--- src/rtl/keypad_debounce_scheduler.sv ---
// Shared-debounce keypad controller: one saturating counter is granted to the
// lowest-index pressed key, and each qualified press is reported once as code + valid.
module keypad_debounce_scheduler #(
    parameter int unsigned NUM_KEYS   = 10,
    parameter int unsigned DEB_CYCLES = 4,
    parameter int unsigned CODE_W     = 4
) (
    input  logic                clk,
    input  logic                clr,
    input  logic [NUM_KEYS-1:0] keys,
    output logic [CODE_W-1:0]   code,
    output logic                valid,
    output logic                busy,
    output logic                held
);

    localparam int unsigned CNT_W = $clog2(DEB_CYCLES + 1);
    localparam int unsigned IDX_W = $clog2(NUM_KEYS);

    typedef enum logic [1:0] {
        IDLE     = 2'd0,
        DEBOUNCE = 2'd1,
        HOLD     = 2'd2,
        RELEASE  = 2'd3
    } state_t;

    state_t              state, state_d;
    logic [CNT_W-1:0]    cnt, cnt_d;
    logic [IDX_W-1:0]    owner, owner_d;
    logic [CODE_W-1:0]   code_d;
    logic                valid_d;

    logic [NUM_KEYS-1:0] keys_m, keys_s;
    logic [IDX_W-1:0]    low_idx;
    logic                own_key;
    logic [CNT_W-1:0]    cnt_sat;
    logic                cnt_last;

    // Two-flop synchroniser; cleared so a key held across clr is seen as a fresh press
    always_ff @(posedge clk or posedge clr) begin
        if (clr) begin
            keys_m <= '0;
            keys_s <= '0;
        end else begin
            keys_m <= keys;
            keys_s <= keys_m;
        end
    end

    // Fixed-priority pick: index 0 wins
    always_comb begin
        low_idx = '0;
        for (int i = NUM_KEYS - 1; i >= 0; i--) begin
            if (keys_s[i]) low_idx = IDX_W'(i);
        end
    end

    assign own_key  = keys_s[owner];
    assign cnt_sat  = (cnt == CNT_W'(DEB_CYCLES)) ? cnt : cnt + CNT_W'(1);
    assign cnt_last = (({1'b0, cnt} + (CNT_W + 1)'(1)) == (CNT_W + 1)'(DEB_CYCLES));

    always_ff @(posedge clk or posedge clr) begin
        if (clr) begin
            state <= IDLE;
            cnt   <= '0;
            owner <= '0;
            code  <= '0;
            valid <= 1'b0;
        end else begin
            state <= state_d;
            cnt   <= cnt_d;
            owner <= owner_d;
            code  <= code_d;
            valid <= valid_d;
        end
    end

    always_comb begin
        state_d = state;
        cnt_d   = cnt;
        owner_d = owner;
        code_d  = code;
        valid_d = 1'b0;
        case (state)
            IDLE: begin
                if (|keys_s) begin
                    owner_d = low_idx;
                    cnt_d   = '0;
                    state_d = DEBOUNCE;
                end
            end
            DEBOUNCE: begin
                // Other keys are ignored while the counter is owned
                if (own_key) begin
                    cnt_d = cnt_sat;
                    if (cnt_last) begin
                        state_d = HOLD;
                        code_d  = CODE_W'(owner);
                        valid_d = 1'b1;
                    end
                end else begin
                    state_d = IDLE;
                end
            end
            HOLD: begin
                if (!own_key) begin
                    if (DEB_CYCLES == 1) begin
                        state_d = IDLE;
                    end else begin
                        cnt_d   = CNT_W'(1);
                        state_d = RELEASE;
                    end
                end
            end
            RELEASE: begin
                if (!own_key) begin
                    cnt_d = cnt_sat;
                    if (cnt_last) state_d = IDLE;
                end else begin
                    cnt_d   = '0;
                    state_d = HOLD;
                end
            end
            default: state_d = IDLE;
        endcase
    end

    assign busy = (state != IDLE);
    assign held = (state == HOLD) || (state == RELEASE);

endmodule

--- config.mk ---
export PLATFORM = sky130hd
export DESIGN_NAME = keypad_debounce_scheduler
export DESIGN_NICKNAME = d
export VERILOG_FILES = /design/src/rtl/keypad_debounce_scheduler.sv
export SDC_FILE = /design/constraint.sdc
export NUM_CORES = 1
export LEC_CHECK = 0
export BUFFER_PORTS_ARGS = -buffer_cell sky130_fd_sc_hd__buf_2
export CAP_MARGIN = 20
export CORE_MARGIN = 2
export CORE_UTILIZATION = 45
export DETAILED_ROUTE_END_ITERATION = 7
export GPL_TIMING_DRIVEN = 1
export RECOVER_POWER = 25
export SLEW_MARGIN = 20
export SYNTH_ARGS = -nofsm -noshare
export SYNTH_HDL_FRONTEND = slang
export SYNTH_SLANG_ARGS = --single-unit
--- constraint.sdc ---
create_clock -name clk -period 2.8 [get_ports clk]
set_clock_uncertainty 0.2 [all_clocks]
set_input_delay 0.42 -clock clk [delete_from_list [all_inputs] [get_ports clk]]
set_output_delay 0.42 -clock clk [all_outputs]
set_load 0.02 [all_outputs]
==> summary.txt, run 1 <==
Synth
  – Main flop type after synthesis: dfrtp_1
  – Share of the synthesized area in the top cell type: 0.594
  – Distinct cell type count after synthesis: 39
  – Dominant cell type by area after synthesis: dfrtp_1
  – Largest cells by area after synthesis: dfrtp_1, mux2_4, inv_1
  – Synthesized netlist cell count: approximately 120
  – Syn Area/Cell: between 10 and 15 µm²
  – Mapped Nets: 132
  – Post-synth ARST share: 1.00
  – Post-synth EDFFs: 0
  – Synthesized area: roughly 1400 µm²
  – Synth Register Bits: 34
  – Yosys Warn Count: 0
  – Seq/Total Area, Yosys: 0.594

Run
  – Max_cap viols: 0

Place
  – Dpl cells: approximately 180
  – Placed cell area: approximately 1600 µm²
  – Post-DP HPWL: approximately 1.7 mm
  – Placer congestion estimate: between 0.8 and 0.9
  – Port Buffers: 18
  – Pre-CTS setup slack: 0.565 ns

Worst setup path
  – Cell-by-cell trace of the critical path: mux4_2, nand2b_4, a31oi_4, nand3b_4, mux2_4
  – Cell family with most CP delay: multiplexers
  – Critical path's slowest cell: mux4_2
  – Max stage delay on crit path: ~0.53 ns
  – WP data arrival: ~2.3 ns
  – R2R depth: 5
  – Crit Path Class: reg2reg
  – Crit. End Element: register
  – R2R Setup Slk: 0.56 ns
  – R2R Path End: code[0]$_DFFE_PP0P_
  – Critical path depth: 5
  – FF-to-FF Start: owner[1]$_DFFE_PP0P_
  – Worst EP required: between 2 and 3 ns
  – Startpoint Class: register
  – Worst Path Buf+Inv: 0
  – Crit path max fanout: 7

Clock tree
  – CTS resizes: 0
  – Clk buf depth: 2
  – CTS tree: built
  – Num CTS Buffers: 5
  – H-tree Lvls: 2
  – Worst skew pair latency: 0.33 ns
  – CTS root buffer: clkbuf_4
  – Post-CTS Setup Inserts: 0
  – Clock-pin slew on the worst setup and hold paths: ~0.1 ns
  – CTS Sinks: 34

STA
  – Final total negative setup slack: 0 ns
  – Relative slew margins: 0.596
  – Setup ws final: about 0.56 ns
  – Fmax: around 0.45 GHz
  – Period utilization: 0.801
  – Worst-margin pin slew: 0.606 ns
  – Max Slew Vio Count: 0
  – Final setup vio count: 0
  – Hold Violations, Final: 0
  – Final Critical Period: 2.24 ns
  – Hold_ws: around 0.16 ns
  – RSZ-0062 raised after global routing: no

Worst hold path
  – WHS Endpoint: keys_s[0]$_DFF_PP0_
  – Worst hold path depth: 0
  – Hold path startpoint: keys_m[0]$_DFF_PP0_
  – Worst hold path class: reg2reg

Global route
  – All-layer global routing usage: 0.163
  – Largest net degree at the start of global routing: 19
  – First-pass GRT wire length: roughly 4.3 mm
  – Initial antenna violation count: 0
  – Total grt overflow: 0
  – Vias in the first global route: 1012

Route
  – Routed vias: 970
  – DR WL/cell: 12.7 µm
  – Pre-antenna DRT Iters: 4
  – Routed vias/inst: roughly 4.9
  – Post-route DRC violation count: 0
  – ANT nets after route: 0
  – Initial DRC count: 34
  – Routed WL: 2.48 mm

Pwr
  – Pwr/cell area: about 910 nW/µm²
  – Tot Pwr: around 1.6 mW
  – Leak Pwr: 0.837 nW
  – Max VDD drop: about 0.40 mV

Cells and area
  – Post-layout util: 0.567
  – Final nets: 165
  – Area grow syn2layout: 20.9%
  – Finished Layout Cells: roughly 200
  – Ant. Diodes: 0
  – Layout cells sized above 1: 0.243
  – Finished Cell Area: ~1700 µm²

Floorplan
  – Initial core utilization: 0.469
  – Die Height: slightly above 60 µm
  – # IOs: 19
  – Rows: 20
  – Horiz. Die Dim: 60.4 µm
  – Die ar.: 3650 µm²
  – Core area: 3050 µm²

Status
  – Outcome: completed
sequential cells by signal (all words and copies together) (netlist names), named ones only:
signal,cells
keys_m,10
keys_s,10
code,4
owner,4
cnt,3
state,1
valid,1
synth_stat cells (2+ instances only):
cell type  instances
mux2_4             3
nand3_1            3
dfrtp_1           34
inv_1              9
clkbuf_1           2
nand2b_1           2
and3_1             2
a31oi_1            3
nor4_1             2
nor3_1             3
ha_1               2
a21oi_1            4
nand2_1            8
o21bai_1           2
o21ai_0            4
nor2_1             9
mux2i_1            3
o211ai_1           2
worst max path at each step:
stage | to | start | slack [ns]
finish | code[0]$_DFFE_PP0P_ | owner[1]$_DFFE_PP0P_ | 0.56
global route | code[1]$_DFFE_PP0P_ | owner[1]$_DFFE_PP0P_ | 0.45
CTS | code[0]$_DFFE_PP0P_ | owner[1]$_DFFE_PP0P_ | 0.55
detailed placement | code[0]$_DFFE_PP0P_ | owner[1]$_DFFE_PP0P_ | 0.56
global placement | code[0]$_DFFE_PP0P_ | owner[1]$_DFFE_PP0P_ | 0.59
floorplan | code[1]$_DFFE_PP0P_ | owner[1]$_DFFE_PP0P_ | 0.71
timing repair:
action / CTS / global route
hold buffers: 11 / 0
endpoints found under the hold margin: 26 / 0
setup endpoints to repair: 0 / 0
worst reg2reg max path, delay by kind of cell (launching register included):
| family | cells | cell delay, ns |
|---|---|---|
| AND/OR/NAND/NOR | 2 | 0.40 |
| AO/OA/AOI/OAI | 1 | 0.24 |
| multiplexers | 2 | 0.84 |
| flip-flops | 1 | 0.46 |
cell type report:
type                       count  area, µm²
fill                         282       1320
sequential                    34        851
multi-input combinational     71        524
timing repair buffer          30        208
clock buffer                   7       55.1
tap                           44       55.1
inverter                       9       33.8
clock inverter                 1       5.00
report_power, final:
group          leakage [nW]  switching [mW]  internal, mW
sequential            0.415           0.119         0.587
clock                0.0353           0.157         0.122
combinational         0.388           0.305         0.286
total                 0.837           0.580         0.994
cells by family (layout without fill, tap and decap cells):
group                    count (synthesis)  count (layout)  share of synthesized area
buffers and inverters                   13              47                     0.0402
multiplexers                             8               8                     0.0760
AO/OA/AOI/OAI                           25              25                      0.126
flip-flops                              34              34                      0.594
adder cells (fa/ha/maj)                  2               2                     0.0175
AND/OR/NAND/NOR                         36              36                      0.147
per-layer routing:
| layer | routed length (µm) | up-vias | track usage |
|---|---|---|---|
| li1 | - | 477 | - |
| met1 | 1090 | 463 | 0.182 |
| met2 | 1230 | 22 | 0.280 |
| met3 | 102 | 8 | 0.0448 |
| met4 | 62 | 0 | 0.0932 |
| met5 | 0 | - | 0 |
cell usage in the layout (no fill, tap or decap), drive strengths merged, types with 4 or more instances in the layout:
master	synthesis	routed
dfrtp	34	34
buf	2	19
dlygate4sd3	0	11
nor2	9	9
inv	9	9
nand2	8	8
clkbuf	2	7
o21ai	5	5
a21oi	4	4
a31oi	4	4
mux2	4	4
(Power assumes the default switching activity.)
==> run 2: changes to the inputs <==
ABC_AREA = 1   (was not set)
PLACE_DENSITY = 0.67   (was not set)
clock period = 1.9 ns   (was 2.8 ns; I/O delays follow)
==> summary.txt, run 2 <==
Route
  – Routed WL: 2.48 mm (unchanged)
  – Pre-antenna DRT Iters: 4 (unchanged)
  – Initial DRC count: 52 (+53%)
  – ANT nets after route: 0 (unchanged)
  – DR WL/cell: 10.7 µm (-16%)
  – Routed vias: 1083 (+12%)
  – Routed vias/inst: 4.65 (-6.1%)
  – Post-route DRC violation count: 0 (unchanged)

Clock tree
  – Clock-pin slew on the worst setup and hold paths: 0.11 ns (about the same)
  – CTS tree: built
  – CTS root buffer: clkbuf_4
  – Worst skew pair latency: 0.33 ns (about the same)
  – Num CTS Buffers: 5 (unchanged)
  – CTS Sinks: 34 (unchanged)
  – H-tree Lvls: 2 (unchanged)
  – Clk buf depth: 2 (unchanged)
  – CTS resizes: 0 (unchanged)

Cells and area
  – Most frequent cells in the layout: nand2_1, dfrtp_1, buf_2
  – Final nets: 202 (+22%)
  – Largest regs: keys_m x10, keys_s x10
  – Ant. Diodes: 0 (unchanged)
  – Post-layout util: 0.578 (+0.0104)
  – Fill cell count: 278 (-1.4%)
  – Most common cell after layout, fill and taps aside: nand2_1
  – Layout cells sized above 1: 0.243 (about the same)
  – Area grow syn2layout: 22.0%
  – Finished Layout Cells: 233 (+19%)

Pwr
  – Pwr/cell area: 1300 nW/µm² (+43%)
  – Max VDD drop: 0.570 mV (+43%)
  – Leak Pwr: 0.893 nW (+6.7%)
  – Tot Pwr: 2.31 mW (+47%)

Global route
  – GR Layer Usage met2: 0.250 (-0.0291)
  – Total grt overflow: 0 (unchanged)
  – M3 GR Usage: 0.0618 (+0.0171)
  – Vias in the first global route: 1052 (+4.0%)
  – GRT busiest layer: met2
  – All-layer global routing usage: 0.159 (-0.00334)
  – Initial antenna violation count: 0 (unchanged)
  – M1 GR Usage: 0.201 (+0.0189)
  – Largest net degree at the start of global routing: 35 (+16)
  – First-pass GRT wire length: 4.27 mm (+0.33%)

Synth
  – Dominant cell type by area after synthesis: dfrtp_1
  – Yosys Warn Count: 0 (unchanged)
  – Mapped Nets: 167 (+27%)
  – Synth top cells by count: nand2_1, dfrtp_1, inv_1
  – Synthesized netlist cell count: 153 (+30%)
  – Synthesized area: 1460 µm² (+1.7%)
  – Distinct cell type count after synthesis: 27 (-31%)
  – Most frequent cell after synthesis: nand2_1
  – Share of the synthesized area in the top cell type: 0.584 (-0.0102)
  – Post-synth EDFFs: 0 (unchanged)
  – Syn Area/Cell: 9.53 µm² (-22%)
  – Main flop type after synthesis: dfrtp_1
  – Synth Register Bits: 34 (unchanged)
  – Seq/Total Area, Yosys: 0.584 (-0.0102)
  – Largest cells by area after synthesis: dfrtp_1, nand2_1, inv_1
  – Post-synth ARST share: 1.00 (unchanged)

Place
  – Pre-CTS setup slack: 0.244 ns (-0.321 ns)
  – Post-DP HPWL: 1.77 mm (+1.6%)
  – Port Buffers: 18 (unchanged)
  – Dpl cells: 214 (+21%)
  – Placer congestion estimate: 0.842 (+4.8%)

Floorplan
  – Die ar.: 3710 µm² (+1.6%)
  – Horiz. Die Dim: 60.9 µm (+0.81%)
  – Initial core utilization: 0.474 (+0.00431)
  – Die Height: 60.9 µm (+0.81%)
  – # IOs: 19 (unchanged)
  – Rows: 20 (unchanged)
  – Core area: 3080 µm² (+0.82%)

STA
  – Worst-margin pin slew: 0.407 ns (-0.199 ns)
  – Final setup vio count: 0 (unchanged)
  – Period utilization: 0.947
  – Fmax: 0.556 GHz
  – Setup ws final: 0.102 ns (-0.454 ns)
  – RSZ-0062 raised after global routing: no
  – Max Slew Vio Count: 0 (unchanged)
  – Relative slew margins: 0.729 (+0.133)
  – Final Critical Period: between 1.5 and 2 ns
  – Final total negative setup slack: 0 ns (unchanged)
  – Hold Violations, Final: 0 (unchanged)

Worst setup path
  – Worst EP required: 1.41 ns (-1.42 ns)
  – Startpoint Class: register
  – Crit path max fanout: 10 (+3)
  – WP data arrival: 1.31 ns (-0.96 ns)
  – Crit Path Class: reg2out
  – Crit. End Element: primary output

Worst hold path
  – Worst hold path class: reg2reg

Status
  – Outcome: completed

Run
  – Max_cap viols: 0 (unchanged)
[run 2: cell count changes after synthesis, moves of 3 or more]
cell,delta
inv_1,+8
mux2i_1,-3
nand2_1,+27
inv_2,+8
mux2_4,-3
o21ai_1,+8
nor3_1,-3
nand3_1,+8
a31oi_1,-3
[run 2: kinds of logic (layout without fill, tap and decap cells)]
family | Yosys count | after routing | synth area share
compound gates | 21 | 21 | 0.0815
xor+xnor | 1 | 1 | 0.00601
fa+ha+maj | 2 | 2 | 0.0172
buf+inv | 29 | 65 | 0.0764
flops | 34 | 34 | 0.584
simple gates | 66 | 66 | 0.235
[run 2: per-stage QoR]
step / hold slack [ns] / area, µm²
finish: 0.144 / 1780
global route: 0.170 / 1780
CTS: 0.152 / 1780
detailed placement: 0.136 / 1600
floorplan: 0.116 / 1460
global placement: 0.132 / 1600
[run 2: layout make-up]
class	instances	area, µm²	share of cell area
well taps	44	55.1	0.0310
clock buffers	6	51.3	0.0289
clock inverters	2	12.5	0.00704
repair buffers	31	215	0.121
flip-flops and latches	34	851	0.479
inverters	26	97.6	0.0549
multi-input cells	90	495	0.279
[run 2: worst max-delay path, stage by stage (launching register included)]
cell,delay [ns]
dfrtp_1,0.51
nor2_1,0.24
inv_2,0.07
buf_2,0.16
[run 2: final timing paths]
kind	cells past startpoint	start	slack (ns)	to
max	3	register	0.10	busy
min	0	keys_m[5]$_DFF_PP0_	0.14	keys_s[5]$_DFF_PP0_
max reg2reg	10	owner[0]$_DFFE_PP0P_	0.21	cnt[1]$_DFFE_PP0P_
min reg2reg	0	keys_m[5]$_DFF_PP0_	0.14	keys_s[5]$_DFF_PP0_
max in group asynchronous	4	clr	0.83	keys_s[9]$_DFF_PP0_
min in group asynchronous	4	clr	0.37	keys_s[6]$_DFF_PP0_
[run 2: where the power goes]
part	internal (mW)	leakage, nW	switching, mW	total, mW
clock	0.178	0.0343	0.235	0.413
sequential	0.857	0.417	0.126	0.983
combinational	0.331	0.442	0.586	0.917
total	1.37	0.893	0.947	2.31
[run 2: what timing repair did]
item                      4_1_cts  5_1_grt
hold endpoints to repair       44        0
setup buffers                   0        0
hold buffers                   11        0
[run 2: per-layer routing]
metal  vias up  part of all wire
met5         -                 0
met4         0             0.023
met3         6             0.049
met2        28              0.47
met1       496              0.46
li1        553                 -
